**config.mk**
```make
export PLATFORM = sky130hd
export DESIGN_NAME = parity_rr_ctrl
export DESIGN_NICKNAME = d
export VERILOG_FILES = /design/src/rtl/parity_rr_ctrl.sv
export SDC_FILE = /design/constraint.sdc
export NUM_CORES = 1
export LEC_CHECK = 0
export ABC_AREA = 1
export CAP_MARGIN = 20
export CORE_MARGIN = 4
export CORE_UTILIZATION = 42
export CTS_BUF_LIST = sky130_fd_sc_hd__clkbuf_16
export DETAILED_ROUTE_END_ITERATION = 10
export PLACE_DENSITY = 0.75
export SYNTH_ARGS = -nofsm -noshare
export SYNTH_HDL_FRONTEND = slang
export SYNTH_SLANG_ARGS = --single-unit
```
**constraint.sdc**
```tcl
create_clock -name clk -period 5.2 [get_ports clk]
set_clock_uncertainty 0.1 [all_clocks]
set_input_delay 0.52 -clock clk [delete_from_list [all_inputs] [get_ports clk]]
set_output_delay 0.52 -clock clk [all_outputs]
set_load 0.005 [all_outputs]
```
**src/rtl/parity_rr_ctrl.sv**
```systemverilog
`default_nettype none
// ============================================================================
// parity_rr_ctrl : round-robin arbiter sharing one parity reducer among NREQ
//                  burst requesters, returning one id-tagged parity per burst.
// Revision: 1.0
// ============================================================================
module parity_rr_ctrl #(
   parameter int NREQ     = 4,
   parameter int WIDTH    = 4,
   parameter int IDW      = 2,
   parameter int MAXBEATS = 8
) (
   input  logic                    clk,
   input  logic                    rst_n,
   input  logic [NREQ-1:0]         req,
   input  logic [NREQ*WIDTH-1:0]   req_data,
   input  logic [NREQ-1:0]         req_last,
   output logic [NREQ-1:0]         req_ready,
   output logic                    res_valid,
   output logic                    res_parity,
   output logic [IDW-1:0]          res_id,
   output logic                    res_ovf,
   input  logic                    res_ready,
   output logic                    busy
);

   typedef enum logic [1:0] {
      IDLE = 2'd0,
      BUSY = 2'd1,
      DONE = 2'd2
   } state_t;

   localparam logic [7:0]     c_maxbeats  = 8'(MAXBEATS);
   localparam logic [IDW-1:0] c_last_idx  = IDW'(NREQ - 1);

   state_t           r_state;
   state_t           w_state_nxt;
   logic [IDW-1:0]   r_gnt;
   logic [IDW-1:0]   r_last_gnt;
   logic             r_acc;
   logic [7:0]       r_cnt;
   logic             r_res_parity;
   logic [IDW-1:0]   r_res_id;
   logic             r_res_ovf;

   logic [WIDTH-1:0] w_words [NREQ];
   logic [IDW-1:0]   w_cand;
   logic [IDW-1:0]   w_sel;
   logic             w_any;
   logic             w_beat;
   logic             w_beat_par;
   logic             w_beat_last;
   logic             w_at_limit;
   logic             w_term;

   generate
      for (genvar gi = 0; gi < NREQ; gi++) begin : g_unpack
         assign w_words[gi] = req_data[gi*WIDTH +: WIDTH];
      end
   endgenerate

   // Walk the ring starting just after the previous winner; first hit wins.
   always_comb begin
      w_any  = 1'b0;
      w_sel  = r_last_gnt;
      w_cand = r_last_gnt;
      for (int k = 0; k < NREQ; k++) begin
         w_cand = (w_cand == c_last_idx) ? '0 : w_cand + 1'b1;
         if (!w_any && req[w_cand]) begin
            w_any = 1'b1;
            w_sel = w_cand;
         end
      end
   end

   assign w_beat      = req[r_gnt];
   assign w_beat_par  = ^w_words[r_gnt];
   assign w_beat_last = req_last[r_gnt];
   assign w_at_limit  = (r_cnt + 8'd1) == c_maxbeats;
   assign w_term      = w_beat_last | w_at_limit;

   always_comb begin
      w_state_nxt = r_state;
      req_ready   = '0;
      case (r_state)
         IDLE: begin
            if (w_any) w_state_nxt = BUSY;
         end
         BUSY: begin
            req_ready[r_gnt] = 1'b1;
            if (w_beat && w_term) w_state_nxt = DONE;
         end
         DONE: begin
            if (res_ready) w_state_nxt = IDLE;
         end
         default: w_state_nxt = IDLE;
      endcase
   end

   always_ff @(posedge clk) begin
      if (!rst_n) begin
         r_state      <= IDLE;
         r_gnt        <= '0;
         r_last_gnt   <= c_last_idx;
         r_acc        <= 1'b0;
         r_cnt        <= '0;
         r_res_parity <= 1'b0;
         r_res_id     <= '0;
         r_res_ovf    <= 1'b0;
      end else begin
         r_state <= w_state_nxt;
         case (r_state)
            IDLE: begin
               if (w_any) begin
                  r_gnt <= w_sel;
                  r_acc <= 1'b0;
                  r_cnt <= '0;
               end
            end
            BUSY: begin
               if (w_beat) begin
                  r_acc <= r_acc ^ w_beat_par;
                  r_cnt <= r_cnt + 8'd1;
                  if (w_term) begin
                     r_res_parity <= r_acc ^ w_beat_par;
                     r_res_id     <= r_gnt;
                     // A last flag on the limit beat is a clean end, not an overflow.
                     r_res_ovf    <= w_at_limit & ~w_beat_last;
                  end
               end
            end
            DONE: begin
               if (res_ready) r_last_gnt <= r_gnt;
            end
            default: ;
         endcase
      end
   end

   assign res_valid  = (r_state == DONE);
   assign busy       = (r_state != IDLE);
   assign res_parity = r_res_parity;
   assign res_id     = r_res_id;
   assign res_ovf    = r_res_ovf;

endmodule
`default_nettype wire

```
# After elaboration in Yosys (flattened, before gate mapping)
# Index checks and enable logic that the tools add are counted.
# classes
addsub	5
n_lt_le_gt_ge	7
eq_ne	11
mux	40
bitwise_logic	5
n_reduce_logical	17
# op_table
operator	n
2-bit 2-to-1 mux	11
8-bit 2-to-1 mux	2
8-bit case mux with 2 select lines	1
2-bit by 3-bit < comparator with 1-bit output, second input constant	5
1-bit 2-to-1 mux	13
1-bit binary-select mux with 2-bit select	6
4-bit 2-to-1 mux	3
2-bit == test, second input constant	5
3-bit AND reduction	3
2-bit by 1-bit adder with 2-bit output, second input constant	4
8-bit by 1-bit adder with 8-bit output, second input constant	1
4-bit binary-select mux with 2-bit select	1
8-bit by 4-bit == test with 1-bit output, second input constant	1
2-bit != test, second input constant	3
2-bit case mux with 3 select lines	1
1-bit logical AND	5
2-bit AND reduction	2
2-bit nonzero test	2
4-bit XOR reduction	1
3-bit greater-or-equal comparator, second input constant	1
1-bit logical NOT	3
2-bit NOT with 3-bit output	1
1-bit demux with 2-bit select	1
2-bit by 1-bit == test with 1-bit output, second input constant	1
8 further kinds	8
# totals
ff_bits	19
output_inout_bits	10
wordCells	93

# Logic depth before layout (Yosys ltp)
# depth
ltp_word	16
mapped_depth	16
ltp_nobuf	14

# Worst setup path after synthesis
# Ideal clock, no wire load.
# synth_path
path_type	register to register
startpoint	register r_last_gnt[0]
endpoint	register r_cnt[7]
setup_ns	0.114
arrival_time_ns	1.539
required_ns	4.986
slack_ns	3.447
path_stages_with_launch	13
cell_sequence	dfxtp_1 -> ha_1 -> inv_1 -> nand3_1 -> nand2_2 -> nand2_2 -> nor2_2 -> nand3_2 -> nand2_2 -> buf_6 -> nand2_1 -> nand2_1 -> nor2_2
# synth_between
elab_chain_len	16
word_cells_on_any_way	32
classes_between	add/sub: 4; eq/ne: 5; mux: 16; reduce/logical: 7
# synth_rtl
item	line	source
start, declared	39	logic [IDW-1:0] r_last_gnt;
start signal, assigned	104	r_last_gnt <= c_last_idx;
start signal, assigned	133	if (res_ready) r_last_gnt <= r_gnt;
2-bit by 1-bit adder with 2-bit output or 2-bit == test (tied branches)	68	w_cand = (w_cand == c_last_idx) ? '0 : w_cand + 1'b1;
2-bit 2-to-1 mux *	68	
branches (longest 11 deep; another with 2-bit by 1-bit adder with 2-bit output)	-	
1-bit 2-to-1 mux *	69	if (!w_any && req[w_cand]) begin
2-bit != test (no source line) *	-	
3-bit AND reduction (no source line) *	-	
end signal, assigned	123	r_cnt <= r_cnt + 8'd1;
end, declared	41	logic [7:0] r_cnt;
# Every way passes the cells marked *. The select of a mux whose other input is x is not followed.
# A chain may end at the register's enable or synchronous reset.

# Final worst setup path
# layout_path
startpoint	register r_gnt[0]
endpoint	output req_ready[1]
# layout_between
elab_chain_len	5
word_cells_on_any_way	6
classes_between	order compare: 2; mux: 3; reduce/logical: 1
# layout_rtl
item	line	source
start, declared	38	logic [IDW-1:0] r_gnt;
start signal, assigned	115	r_gnt <= w_sel;
2-bit by 3-bit < comparator with 1-bit output (not written as such) or 2-bit by 1-bit greater-or-equal comparator with 1-bit output (tied branches)	90	req_ready[r_gnt] = 1'b1;
1-bit logical AND (not written as such)	90	
1-bit 2-to-1 mux (not written as such)	90	
1-bit demux with 2-bit select *	90	
4-bit 2-to-1 mux *	85	case (r_state)
end, declared	18	output logic [NREQ-1:0] req_ready,
# Every way passes the cells marked *; elsewhere a longest branch is shown, timed or not.

==> reports/summary.md <==
The flow ran to the end, and the final reports show no timing, DRC or antenna violations. For this run the aggregate overflow at the end of global routing stands at 0. The wire-length estimate of the detail-placed layout is 3.255 mm.

The post-CTS resize count was 0; the clock network fraction of total power was 0.243. The footprint of the flip-flops and latches was 380.4 um2; the CTS sink count was 19. The number of nets handed over by synthesis was 331.

The logs give 109 for the number of violations reported at the end of detailed-routing iteration 0 and 0.25 ns for the insertion delay of the later-clocked pin in the worst-skew pair. The hold violation total from the final report is 0. Final core area utilization: 0.5598.

The cell count after synthesis came out at 302. Cts-stage hold buffer count: 0. The transition time at the pin with the least slew margin works out to 0.6261 ns. The length of routed wiring on met1 is 2.086 mm, and the worst hold slack across all endpoints is 0.3660 ns.

The run gives 0 as the final setup violation count. For the number of global-route vias before repair, the log shows 1615. Die width: 70.76 um. For this design the total switching power over the nets is 0.2612 mW. Input and output buffers added on the ports amount to 36. The number of core rows is 22, and the yosys synthesis warning count is 0. The max-capacitance violation count was 0. In the final layout, the multi-input gates occupy 1057 um2. The post-detailed-route wirelength per cell is 11.05 um.

The initial standard-cell utilization of the core was 0.4418; the top achievable clock speed was 0.4067 GHz. The critical path is of the register to primary output type. Wire segments on met3 add up to 243 um in the final route.

The summed instance area of the synthesized netlist is 1654 um2. Walking the worst path, the cells encountered are nand2_1 > nor2_1 > clkdlybuf4s50_1. The tools report the total setup buffers inserted after CTS as 0. TritonCTS built the clock tree.

The pre-antenna-repair detailed-routing pass consisted of 4 iterations. The final critical-path share of the clock period came out at 0.4728. The tools report the category of the worst setup path launch point as a register. Number of max-slew violations in the final report: 0. The tools report the clock root buffer as sky130_fd_sc_hd__clkbuf_16. Summed over all failing endpoints, the final setup total negative slack is 0 ns. The headroom to the max-slew limit is 0.5813.

The logs give 1 for the number of H-tree levels and 27 for the count of cell types in the netlist. The share of final-layout standard cells stronger than drive strength 1 was 0.08982. The peak per-stage delay on the critical path works out to 0.67 ns. For this run, design rule violations remaining after detail routing come to 0. Data on the critical path arrives at its endpoint at 1.84 ns. The global-route usage over all layers was 0.1722. The logs give 5006 um2 for the die area and 3 for the number of buffers created by CTS. The routed design has 4.223 mm of wire. Compared with the post-synthesis result, the final layout area differs by 26.70%. The tools report the via total after detailed routing as 1816. 37 I/O pins were placed.

The power per standard cell area is 310.0 nW/um2, and the initial antenna violation count is 0. The run gives 4.58 ns as the critical path required time. The tools report the placer congestion estimate as 0.9268.

In this run, synthesis produced a sequential element count of 19. On the critical path the largest part of the delay comes from flip-flops. The clock slew seen by the registers of the worst setup and hold paths was 0.06 ns; the part of the Yosys area used for sequential elements was 0.2300. The standard cell with the maximum stage delay on the critical path is sky130_fd_sc_hd__dfxtp_1. Across the VDD grid, the largest voltage drop is 0.0001748 V.

Uppermost layer routed: met4. After detailed routing, the met2 layer carries 1.876 mm of wire. The fraction of power spent switching nets came out at 0.4019.

Entering global routing, the biggest net connects 18 pins. Setup repair after global routing left no endpoint under its margin. The fraction of power consumed by sequential logic came out at 0.315. The worst setup path is captured at a primary output. For the core area, the log shows 3744 um2.

The wire length of the first global-routing pass was 7.134 mm; the average footprint of a synthesized cell was 5.477 um2. Fill cells in the final layout number 390. Y dimension of the die: 70.76 um. 0 antenna diodes ended up in the layout.

Count of antenna-violating nets left after detailed routing: 0. No sink is reached through more buffers than the 2 on the longest clock path. Total buffers and inverters traversed by the critical path: 1. The type of the most critical hold path was register to register. The number of vias per cell after detailed routing was 4.754. The setup slack of the critical path after layout is 2.741 ns.

The worst slack at placement is 2.926 ns, and the worst-path maximum fanout is 17. After the last flow step, the layout net total stands at 364. The internal power of the cells was 0.3886 mW; the sum of internal, switching and leakage power was 0.6498 mW. The power share of the combinational group is 0.441, and the time the worst path needs with I/O delays and setup is 2.459 ns. The leakage power summed over all cells is 1.046 nW.
[cell usage in the layout, fill, tap and decap left out, drive strengths merged]
cell           synthesis  routed
xor2                   1       1
clkinv                 1       2
a21boi                 1       1
nand3                 22      22
dfxtp                 19      19
nand3b                 2       2
clkdlybuf4s50          0      36
nor2                  47      47
inv                   41      41
a21oi                 11      11
nor3                   1       1
ha                     2       2
nand2                129     129
o211ai                 7       7
nand4                  1       1
clkbuf                 1       3
o21ai                  9       9
[synthesized netlist by cell type]
library cell,count,area [um2]
sky130_fd_sc_hd__nand2_1,120,450.4
sky130_fd_sc_hd__nor2_1,40,150.1
sky130_fd_sc_hd__inv_1,36,135.1
sky130_fd_sc_hd__nand3_1,21,105.1
sky130_fd_sc_hd__dfxtp_1,19,380.4
sky130_fd_sc_hd__a21oi_1,11,55.05
sky130_fd_sc_hd__nand2_2,8,50.05
sky130_fd_sc_hd__nor2_2,7,43.79
sky130_fd_sc_hd__o211ai_1,6,45.04
sky130_fd_sc_hd__inv_2,5,18.77
sky130_fd_sc_hd__o21ai_1,4,20.02
sky130_fd_sc_hd__buf_4,3,22.52
sky130_fd_sc_hd__o21ai_2,3,26.28
sky130_fd_sc_hd__buf_2,2,10.01
sky130_fd_sc_hd__buf_6,2,22.52
sky130_fd_sc_hd__ha_1,2,25.02
sky130_fd_sc_hd__nand3b_1,2,15.01
sky130_fd_sc_hd__o21ai_0,2,10.01
sky130_fd_sc_hd__a21boi_0,1,7.510
sky130_fd_sc_hd__clkbuf_1,1,3.750
sky130_fd_sc_hd__clkinv_1,1,3.750
sky130_fd_sc_hd__nand2_4,1,11.26
sky130_fd_sc_hd__nand3_2,1,10.01
sky130_fd_sc_hd__nand4_1,1,6.260
sky130_fd_sc_hd__nor3_1,1,5.000
sky130_fd_sc_hd__o211ai_2,1,12.51
sky130_fd_sc_hd__xor2_1,1,8.760
[layout make-up]
type / instances / share of cell area
clock buffers: 3 / 0.03582
clock inverters: 1 / 0.002388
inverters: 42 / 0.07522
multi-input cells: 233 / 0.5045
flip-flops and latches: 19 / 0.1815
well taps: 48 / 0.02866
repair buffers: 36 / 0.1719
[path summary, 6_finish.rpt]
| kind | start | end | slack, ns | depth (start not counted) |
|---|---|---|---|---|
| max | r_gnt[0]$_SDFFE_PN0P_ | req_ready[1] | 2.74 | 3 |
| min | res_ovf$_SDFFE_PN0P_ | res_ovf$_SDFFE_PN0P_ | 0.37 | 2 |
| max reg2reg | r_gnt[0]$_SDFFE_PN0P_ | r_cnt[3]$_SDFFE_PN0P_ | 3.01 | 10 |
| min reg2reg | res_ovf$_SDFFE_PN0P_ | res_ovf$_SDFFE_PN0P_ | 0.37 | 2 |
[cells by family after synthesis]
family                     Yosys count  synth area share
AOI/OAI and AO/OA                   28            0.1067
buffers and inverters               50            0.1309
and+or+nand+nor                    202            0.5121
DFF                                 19            0.2300
adders and majority gates            2           0.01513
xor gates and xnor gates             1          0.005296
[per-stage QoR]
stage	cell area [um2]	std cells
6_report	2096	382
5_1_grt	2096	382
4_1_cts	2096	382
3_5_place_dp	2016	378
3_3_place_gp	2016	378
2_1_floorplan	1654	302
[power by group through the flow]
stage,sequential (mW),clock (mW),combinational [mW]
5_1_grt,0.210,0.172,0.331
3_5_place_dp,0.207,0,0.285
6_report,0.205,0.158,0.287
2_1_floorplan,0.191,0,0.228
4_1_cts,0.204,0.163,0.288
3_3_place_gp,0.207,0,0.282
[metal layers]
layer,global-route usage,up-vias
li1,-,989
met1,0.2291,783
met2,0.2873,42
met3,0.04403,2
met4,0.02505,0
met5,0,-
[sequential cells by signal (all words and copies together) (netlist names)]
signal,cells
r_cnt,8
r_gnt,2
r_last_gnt,2
r_state,2
res_id,2
r_acc,1
res_ovf,1
res_parity,1
[tightest hold or removal path, cell delays in order, from the launching register on]
cell and delay [ns]:
sky130_fd_sc_hd__dfxtp_1 0.31, sky130_fd_sc_hd__nand2_1 0.06, sky130_fd_sc_hd__a21oi_1 0.05
(Power assumes the default switching activity.)
